<file path="src/rtl/serial_frame_reader.sv">
// serial_frame_reader: brings a host serial port (SCLK/SDIO/FRAME_N) into the CLK domain
// and assembles fixed-length frames, reporting short, timeout and overrun errors.

module serial_frame_reader #(
    parameter int FRAME_BITS     = 184,
    parameter int SYNC_STAGES    = 2,
    parameter int MSB_FIRST      = 1,
    parameter int USE_FRAME      = 1,
    parameter int TIMEOUT_CYCLES = 4096
) (
    input  logic                  CLK,
    input  logic                  RESET_N,
    input  logic                  SCLK_PE3,
    input  logic                  SDIO_PE5,
    input  logic                  FRAME_N_PE4,
    output logic [FRAME_BITS-1:0] DATA_OUT,
    output logic                  FRAME_VALID,
    output logic                  FRAME_ERR,
    output logic [1:0]            ERR_CODE,
    output logic [15:0]           FRAME_COUNT,
    output logic                  BUSY
);

    localparam int CNT_W = $clog2(FRAME_BITS + 1);
    localparam int TO_W  = $clog2(TIMEOUT_CYCLES + 1);
    localparam logic [CNT_W-1:0] LAST_BIT = CNT_W'(FRAME_BITS - 1);
    localparam logic [TO_W-1:0]  TO_LAST  = TO_W'(TIMEOUT_CYCLES - 1);
    localparam bit USE_FR = (USE_FRAME != 0);

    typedef enum logic [1:0] {
        IDLE,
        SHIFT,
        OVERRUN
    } state_t;

    logic [1:0]             rstPipe_q;
    logic                   rstSync_n;
    logic [SYNC_STAGES-1:0] sclkSync_q;
    logic [SYNC_STAGES-1:0] sdioSync_q;
    logic [SYNC_STAGES-1:0] frameSync_q;
    logic                   sclkPrev_q;
    logic                   framePrev_q;

    state_t                 state_q;
    logic [FRAME_BITS-1:0]  assembly_q;
    logic [FRAME_BITS-1:0]  assembly_d;
    logic [CNT_W-1:0]       bitCount_q;
    logic [TO_W-1:0]        timeout_q;
    logic                   overrunFlagged_q;
    logic [FRAME_BITS-1:0]  dataOut_q;
    logic                   frameValid_q;
    logic                   frameErr_q;
    logic [1:0]             errCode_q;
    logic [15:0]            frameCount_q;
    logic                   busy_q;

    logic sclkS;
    logic sdioS;
    logic frameS;
    logic sclkEdge;
    logic frameFall;
    logic frameRise;
    logic lastBit;
    logic timeoutHit;

    // Reset asserts asynchronously but is released only on a CLK edge.
    always_ff @(posedge CLK or negedge RESET_N) begin
        if (!RESET_N) begin
            rstPipe_q <= '0;
        end else begin
            rstPipe_q <= {rstPipe_q[0], 1'b1};
        end
    end

    assign rstSync_n = rstPipe_q[1];

    always_ff @(posedge CLK or negedge rstSync_n) begin
        if (!rstSync_n) begin
            sclkSync_q  <= '0;
            sdioSync_q  <= '0;
            frameSync_q <= '0;
            sclkPrev_q  <= 1'b0;
            framePrev_q <= 1'b0;
        end else begin
            sclkSync_q  <= {sclkSync_q[SYNC_STAGES-2:0], SCLK_PE3};
            sdioSync_q  <= {sdioSync_q[SYNC_STAGES-2:0], SDIO_PE5};
            frameSync_q <= {frameSync_q[SYNC_STAGES-2:0], FRAME_N_PE4};
            sclkPrev_q  <= sclkSync_q[SYNC_STAGES-1];
            framePrev_q <= frameSync_q[SYNC_STAGES-1];
        end
    end

    assign sclkS      = sclkSync_q[SYNC_STAGES-1];
    assign sdioS      = sdioSync_q[SYNC_STAGES-1];
    assign frameS     = frameSync_q[SYNC_STAGES-1];
    assign sclkEdge   = sclkS & ~sclkPrev_q;
    assign frameFall  = ~frameS & framePrev_q;
    assign frameRise  = frameS & ~framePrev_q;
    assign lastBit    = (bitCount_q == LAST_BIT);
    // An empty frame (no bits yet) is not "in progress", so it never times out.
    assign timeoutHit = (bitCount_q != '0) && (timeout_q == TO_LAST);

    always_comb begin
        assembly_d = assembly_q;
        if (MSB_FIRST != 0) begin
            assembly_d = {assembly_q[FRAME_BITS-2:0], sdioS};
        end else begin
            assembly_d = {sdioS, assembly_q[FRAME_BITS-1:1]};
        end
    end

    always_ff @(posedge CLK or negedge rstSync_n) begin
        if (!rstSync_n) begin
            state_q          <= IDLE;
            assembly_q       <= '0;
            bitCount_q       <= '0;
            timeout_q        <= '0;
            overrunFlagged_q <= 1'b0;
            dataOut_q        <= '0;
            frameValid_q     <= 1'b0;
            frameErr_q       <= 1'b0;
            errCode_q        <= 2'b00;
            frameCount_q     <= '0;
            busy_q           <= 1'b0;
        end else begin
            frameValid_q <= 1'b0;
            frameErr_q   <= 1'b0;
            case (state_q)
                IDLE: begin
                    busy_q <= 1'b0;
                    if (USE_FR) begin
                        if (frameFall) begin
                            state_q    <= SHIFT;
                            bitCount_q <= '0;
                            timeout_q  <= '0;
                            busy_q     <= 1'b1;
                        end
                    end else if (sclkEdge) begin
                        assembly_q <= assembly_d;
                        bitCount_q <= CNT_W'(1);
                        timeout_q  <= '0;
                        state_q    <= SHIFT;
                        busy_q     <= 1'b1;
                    end
                end
                SHIFT: begin
                    if (sclkEdge) begin
                        assembly_q <= assembly_d;
                        timeout_q  <= '0;
                        if (lastBit) begin
                            dataOut_q        <= assembly_d;
                            frameValid_q     <= 1'b1;
                            frameCount_q     <= frameCount_q + 16'd1;
                            bitCount_q       <= '0;
                            overrunFlagged_q <= 1'b0;
                            // OVERRUN leaves on FRAME_N high, which also covers a simultaneous release.
                            if (USE_FR) begin
                                state_q <= OVERRUN;
                                busy_q  <= 1'b0;
                            end
                        end else begin
                            bitCount_q <= bitCount_q + CNT_W'(1);
                        end
                    end else if (USE_FR && frameRise) begin
                        frameErr_q <= 1'b1;
                        errCode_q  <= 2'b01;
                        state_q    <= IDLE;
                        busy_q     <= 1'b0;
                    end else if (timeoutHit) begin
                        frameErr_q <= 1'b1;
                        errCode_q  <= 2'b10;
                        state_q    <= IDLE;
                        busy_q     <= 1'b0;
                    end else if (bitCount_q != '0) begin
                        timeout_q <= timeout_q + TO_W'(1);
                    end
                end
                OVERRUN: begin
                    busy_q <= 1'b0;
                    if (frameS) begin
                        state_q <= IDLE;
                    end else if (sclkEdge && !overrunFlagged_q) begin
                        frameErr_q       <= 1'b1;
                        errCode_q        <= 2'b11;
                        overrunFlagged_q <= 1'b1;
                    end
                end
                default: begin
                    state_q <= IDLE;
                    busy_q  <= 1'b0;
                end
            endcase
        end
    end

    assign DATA_OUT    = dataOut_q;
    assign FRAME_VALID = frameValid_q;
    assign FRAME_ERR   = frameErr_q;
    assign ERR_CODE    = errCode_q;
    assign FRAME_COUNT = frameCount_q;
    assign BUSY        = busy_q;

endmodule
</file>
<file path="config.mk">
export PLATFORM = sky130hd
export DESIGN_NAME = serial_frame_reader
export DESIGN_NICKNAME = d
export VERILOG_FILES = /design/src/rtl/serial_frame_reader.sv
export SDC_FILE = /design/constraint.sdc
export NUM_CORES = 1
export LEC_CHECK = 0
export ABC_AREA = 1
export BUFFER_PORTS_ARGS = -buffer_cell sky130_fd_sc_hd__buf_2
export CAP_MARGIN = 20
export CORE_ASPECT_RATIO = 0.9
export CORE_MARGIN = 1.5
export CORE_UTILIZATION = 30
export CTS_CLUSTER_DIAMETER = 50
export CTS_CLUSTER_SIZE = 28
export DETAILED_ROUTE_END_ITERATION = 16
export SYNTH_ARGS = -nofsm -noshare
export SYNTH_HDL_FRONTEND = slang
export SYNTH_SLANG_ARGS = --single-unit
</file>
<file path="constraint.sdc">
create_clock -name CLK -period 27.8 [get_ports CLK]
set_clock_uncertainty 0.2 [all_clocks]
set_input_delay 0 -clock CLK [delete_from_list [all_inputs] [get_ports CLK]]
set_output_delay 0 -clock CLK [all_outputs]
set_load 0.01 [all_outputs]
</file>
* Yosys cells after proc, flatten, opt, wreduce, memory -nomap -nowiden *
Cells that the tools add are included.

storage, ports and cells
  register bits = 422
  latch bits = 0
  memory bits (writable) = 0
  bits in read-only memories = 0
  input bits = 5
  output and inout port bits = 205
  memories = 0

operators by class
  $add $sub $neg = 3
  $mul = 0
  divide/modulo/power cells = 0
  $lt $le $gt $ge = 0
  equality and inequality tests = 17
  shifts and indexed selects = 0
  mux-type cells = 42
  bitwise gates (word level) = 6
  reductions and logical operators = 15

operator list
  cell                                                                number
  13-bit two-way mux                                                  5
  13-bit one-hot mux with 2 select lines                              1
  8-bit two-way mux                                                   3
  2-bit two-way mux                                                   11
  16-bit by 1-bit adder with 16-bit output (second input constant)    1
  1-bit two-way mux                                                   16
  8-bit one-hot mux with 2 select lines                               1
  3-bit inequality test (second input constant)                       5
  5-bit AND reduction                                                 3
  2-bit inequality test (second input constant)                       7
  13-bit by 1-bit adder with 13-bit output (second input constant)    1
  13-bit by 12-bit == test with 1-bit output (second input constant)  1
  8-bit by 1-bit adder with 8-bit output (second input constant)      1
  8-bit == test (second input constant)                               1
  8-bit nonzero test                                                  1
  1-bit one-hot mux with 2 select lines                               3
  2-bit one-hot mux with 3 select lines                               1
  3-bit AND reduction                                                 2
  4-bit inequality test (second input constant)                       1
  2-bit one-hot mux with 2 select lines                               1
  2-bit AND reduction                                                 2
  4-bit AND reduction                                                 1
  2-bit nonzero test                                                  2
  1-bit AND                                                           3
  6 further kinds                                                     9

* Logic depth before layout (Yosys ltp) *
Gate-level depths: netlist of run 1.

  depth in word-level cells = 6
  depth in mapped cells = 11
  gate-level depth less buffers = 11

* Worst setup path after synthesis of run 1 *
OpenSTA, ideal clock, no wires.

  path type = register to register
  start point = reg state_q[1]
  end point = reg dataOut_q[14] (netlist: DATA_OUT[14])
  library setup time = 0.130 ns
  arrival = 1.492 ns
  path slack = 25.978 ns
  stages on the path, launching flop included = 10
  path buffers = 2
  clock period less this slack = 1.822 ns
  cells stage by stage = dfrtp_1 > inv_1 > ha_1 > nand2_2 > nor2_4 > inv_2 > buf_6 > buf_6 > nand2_1 > o21ai_1

on the way
  word-level cells in the longest chain between the ends = 2

RTL lines
  item                                      line  text
  start: declaration                        44    state_t state_q;
  start signal: assignment                  114   state_q <= IDLE;
  start signal: assignment                  133   state_q <= SHIFT;
  start signal: assignment                  142   state_q <= SHIFT;
  2-bit by 1-bit == test with 1-bit output  128   case (state_q)
  3-bit AND reduction (no line)             -
  end signal: assignment                    151   dataOut_q <= assembly_d;
  end: declaration                          50    logic [FRAME_BITS-1:0] dataOut_q;

Every way passes these cells.
A chain may end at the register's enable or synchronous reset.

* Worst setup path after layout of run 1 *
  start point = reg state_q[1]
  end point = reg dataOut_q[125] (netlist: DATA_OUT[125])

The elaborated chain is that of the path after synthesis.

==> impl_metrics.env, run 1 <==
export IMPL_fin_crit_sh_pct=15.9
export IMPL_final_hold_viol_count=0
export IMPL_postSynthCellCount=1749
export IMPL_layout_common_cells="475 x nand2_1, 421 x dfrtp_1, 229 x inv_1, 209 x buf_2, 196 x o21ai_0"
export IMPL_area_growth_pct=19.2
export IMPL_dp_hpwl_mm=22.7
export IMPL_clock_sinks=422
export IMPL_r2r_slack_ns=23.39
export IMPL_route_antenna_remaining_nets=0
export IMPL_die_h_um=230
export IMPL_place_inst=2648
export IMPL_maxSlewHeadroom_pct=24.3
export IMPL_std_cell_rows=83
export IMPL_power_density_nw_per_um2=69.8
export IMPL_grt_pass1_vias=11600
export IMPL_cts_clk_slew_worst_paths_ns=0.07
export IMPL_setup_tns_ns=0
export IMPL_timing_final_crit_period_ns=4.41
export IMPL_start_util_pct=30.2
export IMPL_async_flop_share_pct=100
export IMPL_core_area_sq_um=56800
export IMPL_ios=210
export IMPL_syn_avg_cell_area_sq_um=9.82
export IMPL_required_ns=28.10
export IMPL_drt_initial_drc_count=764
export IMPL_clock_path_buffers=3
export IMPL_r2r_end="DATA_OUT[125]$_DFFE_PN0P_"
export IMPL_setup_viol=0
export IMPL_p_leak_nw=9.66
export IMPL_r2r_start="state_q[1]$_DFFE_PN0P_"
export IMPL_cts_tree="built"
export IMPL_ys_warnings_count=0
export IMPL_grt_max_degree=173
export IMPL_avgViaCountPerCell=4.29
export IMPL_final_common_cell="nand2_1"
export IMPL_yosysSeqAreaShare_pct=61.5
export IMPL_vias=11800
export IMPL_worstSetupPathType="flip-flop to flip-flop"
export IMPL_status="finished, final reports clean"
export IMPL_end_kind="flip-flop"
export IMPL_gr_usage_all_layers_pct=12.4
export IMPL_synth_ff_type="dfrtp_1"
export IMPL_grt_pass1_wl_mm=60.1
export IMPL_overflow=0
export IMPL_syn_area_sq_um=17200
export IMPL_first_pass_iters=5
export IMPL_ys_ff_latch=422
export IMPL_die_w_um=255
export IMPL_cp_max_fo=172
export IMPL_tightestPinTransition_ns=1.14
export IMPL_fin_nets=1954
export IMPL_cts_root_buf="clkbuf_16"
export IMPL_rsz0062_at_grt="no"
export IMPL_critPathLaunchType="flip-flop"
export IMPL_gp_congestion=0.753
export IMPL_post_synth_num_cell_types=34
export IMPL_routedWlPerCell_um=13.0
export IMPL_syn_nets=1761
export IMPL_min_delay_path_class="input port to async pin"
export IMPL_drcViolationCount=0
export IMPL_clk_latency_ns=0.58
export IMPL_portBuffers=209
export IMPL_arrival_ns=4.71
export IMPL_max_freq_mhz=227
export IMPL_wl_mm=35.6
export IMPL_antenna_found_initial=1
export IMPL_slew_viol_final=0
export IMPL_stdcell_area_sq_um=20500
export IMPL_die_area_sq_um=58700
export IMPL_ir_worst_vdd_uv=35.9
export IMPL_final_cells=2746
export IMPL_htree_levels=2
export IMPL_drive_above_1_share_pct=23.5
export IMPL_numCtsBuffers=49
export IMPL_drv_cap=0
export IMPL_startpoint="state_q[1]$_DFFE_PN0P_"
export IMPL_synth_edf_count=0
export IMPL_place_area_sq_um=18700
export IMPL_r2r_cells=9
[stage by stage]
step | total power [W] | hold slack [ns] | setup WS [ns] | util [%]
finish | 0.00143 | 0.0668 | 23.39 | 36.1
global route | 0.00150 | 0.0643 | 22.88 | 36.1
CTS | 0.00146 | 0.0311 | 23.18 | 36.1
detailed placement | 0.000769 | -0.411 | 23.20 | 32.8
global placement | 0.000765 | -0.414 | 23.32 | 32.8
floorplan | 0.000739 | -0.496 | 14.97 | -
[critical path, stage by stage, from the launching register on]
cell	delay, ns
dfrtp_1	0.37
inv_1	0.07
ha_1	0.33
nand2_8	0.64
nor2_4	0.23
inv_8	0.58
buf_4	0.65
buf_4	0.79
nand2_1	0.17
o21ai_2	0.09
[sequential cells by signal (all words and copies together), names as in the netlist]
| name | flops |
|---|---|
| DATA_OUT | 184 |
| assembly_q | 183 |
| FRAME_COUNT | 16 |
| timeout_q | 13 |
| bitCount_q | 8 |
| ERR_CODE | 2 |
| frameSync_q | 2 |
| rstPipe_q | 2 |
| sclkSync_q | 2 |
| sdioSync_q | 2 |
| state_q | 2 |
| BUSY | 1 |
| FRAME_ERR | 1 |
| FRAME_VALID | 1 |
| framePrev_q | 1 |
| overrunFlagged_q | 1 |
| sclkPrev_q | 1 |
[how the worst max path moves through the flow]
| stage | to | slack [ns] | cells after the start |
|---|---|---|---|
| final | DATA_OUT[125]$_DFFE_PN0P_ | 23.39 | 9 |
| after global routing | DATA_OUT[130]$_DFFE_PN0P_ | 22.88 | 9 |
| after CTS | DATA_OUT[132]$_DFFE_PN0P_ | 23.18 | 9 |
| after detailed placement | DATA_OUT[132]$_DFFE_PN0P_ | 23.20 | 9 |
| after global placement | DATA_OUT[121]$_DFFE_PN0P_ | 23.32 | 9 |
| after floorplan | BUSY$_DFFE_PN0P_ | 14.97 | 0 |
[power by group]
part           switching, W  total [W]  internal (W)  leakage (nW)
clock network      0.000301   0.000675      0.000375         0.850
logic             0.0000944   0.000121     0.0000261          2.95
registers        0.00000900   0.000635      0.000626          5.86
total              0.000404    0.00143       0.00103          9.66
[timing repair]
item | 4_1_cts | 5_1_grt
endpoints found under the setup margin | 0 | 0
hold buffers | 8 | 0
hold endpoints to repair | 5 | 0
buffers inserted | 0 | 0
gates resized for setup | 0 | 0
[cells by family (layout without fill, tap and decap cells)]
kind of cell	Yosys count	after routing	synth area share, %
AOI/OAI and AO/OA	387	387	14.5
xor gates and xnor gates	15	15	0.765
adders and majority gates	7	7	0.510
buffers and inverters	317	548	8.74
DFF	422	422	61.5
other	1	2	0.0218
and+or+nand+nor	600	600	14.0
[routing by layer]
metal / vias up / part of all wire, % / GRT usage (%)
met1: 5579 / 45 / 16.3
met4: 0 / 2.4 / 4.18
met5: - / 0 / 0
li1: 5904 / - / -
met3: 67 / 7.1 / 4.09
met2: 225 / 45 / 19.2
[synth_stat cells (2+ instances only)]
library cell	number	share of area, %
xor2_1	11	0.56
nand3_1	42	1.2
xnor2_1	4	0.20
inv_1	229	5.0
clkbuf_1	27	0.59
o21ai_0	196	5.7
a21oi_1	3	0.087
ha_1	7	0.51
dfrtp_1	422	61
nor2_1	47	1.0
nor3_1	9	0.26
o21ai_2	145	7.4
nand4_1	9	0.33
o22ai_1	2	0.073
buf_2	18	0.52
nor2_4	2	0.13
nor4_1	4	0.15
buf_6	38	2.5
nor2_2	3	0.11
inv_2	4	0.087
nand2_1	475	10
o21ai_1	37	1.1
nand2_2	4	0.15
[layout make-up]
type	instances	area [sq um]
Clock inverter	34	452
Sequential cell	422	10600
Antenna cell	1	2.50
Timing Repair Buffer	226	1210
Fill cell	5752	36300
Tap cell	765	957
Inverter	233	882
Multi-Input combinational cell	1010	5130
Clock buffer	55	1290
Power figures use the tool's default switching activity.
==> inputs of run 2 (changes only) <==
==> constraint.sdc (replaced) <==
create_clock -name CLK -period 3.87 [get_ports CLK]
set_clock_uncertainty 0.2 [all_clocks]
set_input_delay 0 -clock CLK [delete_from_list [all_inputs] [get_ports CLK]]
set_output_delay 0 -clock CLK [all_outputs]
set_load 0.01 [all_outputs]
==> impl_metrics.env, run 2 (synthesized netlist as in run 1, its figures left out) <==
export IMPL_critical_path_buf_inv_count=3
export IMPL_tightestPinTransition_ns=1.16
export IMPL_critPathLaunchType="flip-flop"
export IMPL_grt_pass1_vias=11700
export IMPL_cts_clk_slew_worst_paths_ns=0.07
export IMPL_portBuffers=209
export IMPL_routedWlPerCell_um=12.9
export IMPL_area_growth_pct=20.5
export IMPL_htree_levels=2
export IMPL_die_h_um=230
export IMPL_core_area_sq_um=56800
export IMPL_numCtsBuffers=49
export IMPL_rsz0062_at_grt="no"
export IMPL_required_ns=4.15
export IMPL_clk_latency_ns=0.58
export IMPL_route_antenna_remaining_nets=0
export IMPL_avgViaCountPerCell=4.31
export IMPL_r2r_slack_ns=1.07
export IMPL_final_hold_viol_count=0
export IMPL_critPathMaxStageDelay_ns=0.71
export IMPL_start_util_pct=30.2
export IMPL_dp_hpwl_mm=23.5
export IMPL_max_freq_mhz=357
export IMPL_first_pass_iters=4
export IMPL_setup_viol=0
export IMPL_ios=210
export IMPL_critPathCapture="state_q[1]$_DFFE_PN0P_"
export IMPL_die_w_um=255
export IMPL_drcViolationCount=0
export IMPL_drv_cap=0
export IMPL_cts_tree="built"
export IMPL_cp_max_fo=115
export IMPL_antenna_found_initial=1
export IMPL_maxSlewHeadroom_pct=23.0
export IMPL_worstSetupPathType="flip-flop to flip-flop"
export IMPL_gr_usage_all_layers_pct=12.4
export IMPL_r2r_end="state_q[1]$_DFFE_PN0P_"
export IMPL_crit_path_cell_trace="inv_1 > ha_1 > nand2_8 > buf_4 > inv_1 > a21oi_1 > nand3_1 > nand2_1 > nand2_1"
export IMPL_stdcell_area_sq_um=20700
export IMPL_vias=11900
export IMPL_end_kind="flip-flop"
export IMPL_drive_above_1_share_pct=24.3
export IMPL_r2r_start="state_q[1]$_DFFE_PN0P_"
export IMPL_clock_path_buffers=3
export IMPL_wl_mm=35.7
export IMPL_arrival_ns=3.08
export IMPL_startpoint="state_q[1]$_DFFE_PN0P_"
export IMPL_fin_crit_sh_pct=72.4
export IMPL_r2r_cells=9
export IMPL_largest_register_ffs=184
export IMPL_power_density_nw_per_um2=498
export IMPL_path_delay_family="buffers and inverters"
export IMPL_clock_sinks=422
export IMPL_die_area_sq_um=58700
export IMPL_timing_final_crit_period_ns=2.80
export IMPL_status="finished, final reports clean"
export IMPL_grt_max_degree=250
export IMPL_final_common_cell="nand2_1"
export IMPL_drt_initial_drc_count=793
export IMPL_std_cell_rows=83
export IMPL_pre_cts_ws_ns=1.09
export IMPL_ir_worst_vdd_uv=328
export IMPL_fill_cells=5768
export IMPL_slew_viol_final=0
export IMPL_gp_congestion=0.785
export IMPL_multi_input_comb_area_sq_um=5130
export IMPL_fin_ws_ns=1.07
export IMPL_layout_common_cells="475 x nand2_1, 421 x dfrtp_1, 229 x inv_1, 209 x buf_2, 196 x o21ai_0"
export IMPL_slowest_stage="buf_4"
export IMPL_p_leak_nw=9.78
export IMPL_cp_depth=9
export IMPL_place_area_sq_um=18900
export IMPL_seq_area_sq_um=10600
export IMPL_cts_root_buf="clkbuf_16"
export IMPL_min_delay_path_class="input port to async pin"
export IMPL_overflow=0
export IMPL_grt_pass1_wl_mm=59.4
export IMPL_fin_nets=1971
[run 2: per-stage QoR]
| stage | hold WS, ns | setup TNS (ns) | std cells | utilization (%) | total power (W) |
|---|---|---|---|---|---|
| 2_1_floorplan | -0.496 | -196.48 | 1749 | - | 0.00530 |
| 3_3_place_gp | -0.415 | 0 | 2665 | 33.2 | 0.00552 |
| 3_5_place_dp | -0.410 | 0 | 2665 | 33.2 | 0.00554 |
| 4_1_cts | 0.0109 | 0 | 2763 | 36.4 | 0.0105 |
| 5_1_grt | 0.0618 | 0 | 2764 | 36.4 | 0.0108 |
| 6_report | 0.0935 | 0 | 2764 | 36.4 | 0.0103 |
[run 2: final cells by class]
cell class	count	share of cell area, %
Sequential cell	422	51.0
Multi-Input combinational cell	1010	24.8
Timing Repair Buffer	243	6.87
Clock buffer	49	5.92
Tap cell	765	4.62
Inverter	233	4.26
Clock inverter	41	2.48
Antenna cell	1	0.0121
[run 2: power breakdown]
part	internal, W	switching (W)
logic	0.000202	0.000675
registers	0.00450	0.0000687
clock network	0.00273	0.00213
total	0.00743	0.00287
[run 2: routing by layer]
layer / global-route usage [%] / part of all wire, %
met5: 0 / 0
met4: 4.18 / 2.4
met3: 3.49 / 6.2
met2: 19.5 / 46
met1: 16.2 / 46
[run 2: what timing repair did]
action                                 in CTS  in global routing
resized for setup                           0                  0
setup buffers                               0                  0
endpoints found under the hold margin       5                  0
hold buffers                                8                  0
[run 2: worst min-delay path by stage]
stage,depth (start not counted),from,slack (ns),end
final,3,RESET_N,0.09,rstPipe_q[1]$_DFF_PN0_
after global routing,3,RESET_N,0.06,rstPipe_q[1]$_DFF_PN0_
after CTS,3,RESET_N,0.01,rstPipe_q[1]$_DFF_PN0_
after detailed placement,1,RESET_N,-0.41,rstPipe_q[0]$_DFF_PN0_
after global placement,1,RESET_N,-0.42,rstPipe_q[0]$_DFF_PN0_
after floorplan,0,RESET_N,-0.50,rstPipe_q[0]$_DFF_PN0_
[run 2: tightest hold or removal path, delay by kind of cell]
kind / cells / cell delay, ns
buffers and inverters: 3 / 1.22
==> inputs of run 3 (changes only) <==
--- a/config.mk
+++ b/config.mk
@@ -5,7 +5,7 @@
 export SDC_FILE = /design/constraint.sdc
 export NUM_CORES = 1
 export LEC_CHECK = 0
-export ABC_AREA = 1
+export ABC_AREA = 0
 export BUFFER_PORTS_ARGS = -buffer_cell sky130_fd_sc_hd__buf_2
 export CAP_MARGIN = 20
 export CORE_ASPECT_RATIO = 0.9
==> constraint.sdc (replaced) <==
create_clock -name CLK -period 2.25 [get_ports CLK]
set_clock_uncertainty 0.2 [all_clocks]
set_input_delay 0 -clock CLK [delete_from_list [all_inputs] [get_ports CLK]]
set_output_delay 0 -clock CLK [all_outputs]
set_load 0.01 [all_outputs]
==> impl_metrics.env, run 3 <==
export IMPL_status="finished with violations"
export IMPL_violations="design-rule violations, negative setup slack"
export IMPL_synth_top_family_by_area="simple AND/OR/NAND/NOR gates"
export IMPL_clock_sinks=422
export IMPL_die_h_um=223
export IMPL_clk_latency_ns=0.58
export IMPL_wl_mm=37.9
export IMPL_drt_initial_drc_count=628
export IMPL_pwr_share_clk_pct=44.8
export IMPL_std_cell_rows=80
export IMPL_gp_congestion=0.771
export IMPL_start_util_pct=30.5
export IMPL_grt_pass1_wl_mm=60.4
export IMPL_highest_layer="met4"
export IMPL_required_ns=2.51
export IMPL_synth_ff_type="dfrtp_1"
export IMPL_synth_commonest_cells="566 x nand2_1, 422 x dfrtp_1, 185 x mux2_2"
export IMPL_vias=10900
export IMPL_avgViaCountPerCell=4.48
export IMPL_yosysSeqAreaShare_pct=65.2
export IMPL_cts_clk_slew_worst_paths_ns=0.08
export IMPL_timing_final_crit_period_ns=2.26
export IMPL_pre_cts_ws_ns=-0.125
export IMPL_postSynthCellCount=1414
export IMPL_ir_worst_vdd_uv=472
export IMPL_synth_compound_area_share_pct=2.18
export IMPL_cts_root_buf="clkbuf_16"
export IMPL_synthMuxAreaShare_pct=12.9
export IMPL_core_area_sq_um=53200
export IMPL_area_growth_pct=28.2
export IMPL_ys_ff_latch=422
export IMPL_seq_power_share_pct=45.2
export IMPL_dr_wl_met3_mm=3.33
export IMPL_htree_levels=2
export IMPL_largest_register_ffs=184
export IMPL_final_cells=2433
export IMPL_syn_area_sq_um=16200
export IMPL_numCtsBuffers=44
export IMPL_min_delay_path_class="flip-flop to async pin"
export IMPL_async_flop_share_pct=100
export IMPL_grt_pass1_vias=11100
export IMPL_dp_hpwl_mm=24.1
export IMPL_clock_path_buffers=3
export IMPL_portBuffers=209
export IMPL_synth_xor_area_share_pct=0.920
export IMPL_drv_cap=0
export IMPL_synth_edf_count=0
export IMPL_wl_met1_mm=16.7
export IMPL_final_common_cell="nand2_1"
export IMPL_die_area_sq_um=55400
export IMPL_num_antenna_cells=0
export IMPL_synth_top_cell_by_area="dfrtp_1"
export IMPL_gr_usage_all_layers_pct=13.5
export IMPL_fin_crit_sh_pct=101
export IMPL_grt_max_degree=110
export IMPL_holdWs_ns=0.0395
export IMPL_drive_above_1_share_pct=34.0
export IMPL_routedWlPerCell_um=15.6
export IMPL_p_leak_nw=11.3
export IMPL_met2_length_mm=16.9
export IMPL_tightestPinTransition_ns=0.604
export IMPL_worstSetupPathType="flip-flop to flip-flop"
export IMPL_antenna_found_initial=0
export IMPL_slew_viol_final=0
export IMPL_setup_viol=8
export IMPL_die_w_um=248
export IMPL_synthAdderAreaFrac_pct=0.541
export IMPL_final_hold_viol_count=0
export IMPL_ios=210
export IMPL_cp_max_fo=10
export IMPL_rsz0062_at_grt="yes"
export IMPL_critPathLaunchType="flip-flop"
export IMPL_synth_top_cells_by_area="dfrtp_1 65%, nand2_1 13%, mux2_2 13%"
export IMPL_layout_common_cells="566 x nand2_1, 421 x dfrtp_1, 209 x buf_2, 185 x mux2_2, 54 x buf_4"
export IMPL_syn_avg_cell_area_sq_um=11.5
export IMPL_post_synth_num_cell_types=48
export IMPL_end_kind="flip-flop"
export IMPL_power_density_nw_per_um2=836
export IMPL_yosys_area_top_type_share_pct=65.2
export IMPL_max_freq_mhz=442
export IMPL_place_inst=2329
export IMPL_ys_warnings_count=0
export IMPL_syn_nets=1426
export IMPL_swShare_pct=27.8
export IMPL_drcViolationCount=16
export IMPL_arrival_ns=2.52
export IMPL_maxSlewHeadroom_pct=59.7
export IMPL_yosysMostFrequentCell="nand2_1"
export IMPL_power_switching_w=0.00482
export IMPL_cts_tree="built"
export IMPL_r2r_cells=8
export IMPL_first_pass_iters=11
export IMPL_fin_ws_ns=-0.0119
export IMPL_p_int_w=0.0125
export IMPL_comb_power_share_pct=10.0
export IMPL_synth_simple_area_share_pct=16.2
export IMPL_overflow=0
export IMPL_utilization_pct=39.0
export IMPL_fin_nets=1713
export IMPL_route_antenna_remaining_nets=0
## run 3: cell count changes after synthesis, sizes merged, moves of 5 or more
cell | before | now
or4 | 0 | 5
nand3 | 42 | 11
nand2 | 480 | 566
mux2 | 0 | 185
nand2b | 0 | 10
buf | 57 | 27
nor2 | 52 | 21
clkbuf | 27 | 38
inv | 233 | 12
and3 | 0 | 5
a21oi | 3 | 10
o21ai | 378 | 15
o31ai | 0 | 9
## run 3: power by group through the flow
stage | combinational (W) | clock [W] | sequential [W]
2_1_floorplan | 0.000777 | 0 | 0.00806
3_3_place_gp | 0.00152 | 0 | 0.00798
3_5_place_dp | 0.00154 | 0 | 0.00799
4_1_cts | 0.00161 | 0.00805 | 0.00784
5_1_grt | 0.00193 | 0.00833 | 0.00786
6_report | 0.00173 | 0.00778 | 0.00785
## run 3: final timing paths
path,startpoint,endpoint,slack [ns]
max,state_q[1]$_DFFE_PN0P_,DATA_OUT[143]$_DFFE_PN0P_,-0.01
min reg2reg,rstPipe_q[1]$_DFF_PN0_,DATA_OUT[126]$_DFFE_PN0P_,0.04
min in group CLK,sclkSync_q[0]$_DFF_PN0_,sclkSync_q[1]$_DFF_PN0_,0.16
max reg2reg,state_q[1]$_DFFE_PN0P_,DATA_OUT[143]$_DFFE_PN0P_,-0.01
max in group asynchronous,rstPipe_q[1]$_DFF_PN0_,DATA_OUT[143]$_DFFE_PN0P_,0.95
min,rstPipe_q[1]$_DFF_PN0_,DATA_OUT[126]$_DFFE_PN0P_,0.04
## run 3: through the flow
stage	cell area [sq um]	TNS [ns]	power (W)
finish	20800	-0.0581	0.0174
global route	20800	-3.66	0.0181
CTS	20500	0	0.0175
detailed placement	18700	-9.81	0.00952
global placement	18700	-3.28	0.00950
floorplan	16200	-876.88	0.00883
## run 3: final cells by class
| type | count | area (sq um) |
|---|---|---|
| Sequential cell | 422 | 10600 |
| Clock inverter | 35 | 439 |
| Clock buffer | 46 | 1130 |
| Tap cell | 697 | 872 |
| Inverter | 12 | 45.0 |
| Fill cell | 5096 | 32400 |
| Timing Repair Buffer | 306 | 2230 |
| Multi-Input combinational cell | 915 | 5470 |
## run 3: metal layers
layer | vias to the layer above | track usage (%)
met3 | 58 | 4.91
met1 | 5450 | 17.9
met4 | 0 | 4.18
met5 | - | 0
li1 | 5190 | -
met2 | 209 | 20.4
## run 3: timing repair
item                                    in CTS  in global routing
endpoints found under the hold margin        5                  0
pin swaps                                    1                  6
buffers inserted                             3                  7
hold buffers                                 8                  0
gates cloned                                 1                  5
gates resized for setup                     11                 26
endpoints found under the setup margin     189                279
## run 3: logic make-up (layout without fill, tap and decap cells)
kind of cell             Yosys count  count (layout)
AO/OA/AOI/OAI                     53              53
XOR/XNOR                          17              17
adder cells (fa/ha/maj)            7               7
buffers and inverters             77             399
flip-flops                       422             422
multiplexers                     186             186
other                              1               1
AND/OR/NAND/NOR                  651             651
## run 3: worst max-delay path, cell delays in order (launching register included)
cell and delay [ns]:
dfrtp_1 0.40, inv_2 0.13, ha_4 0.16, nand3b_1 0.14, nor3_4 0.23, buf_12 0.15
buf_16 0.18, clkbuf_16 0.19, mux2_2 0.33
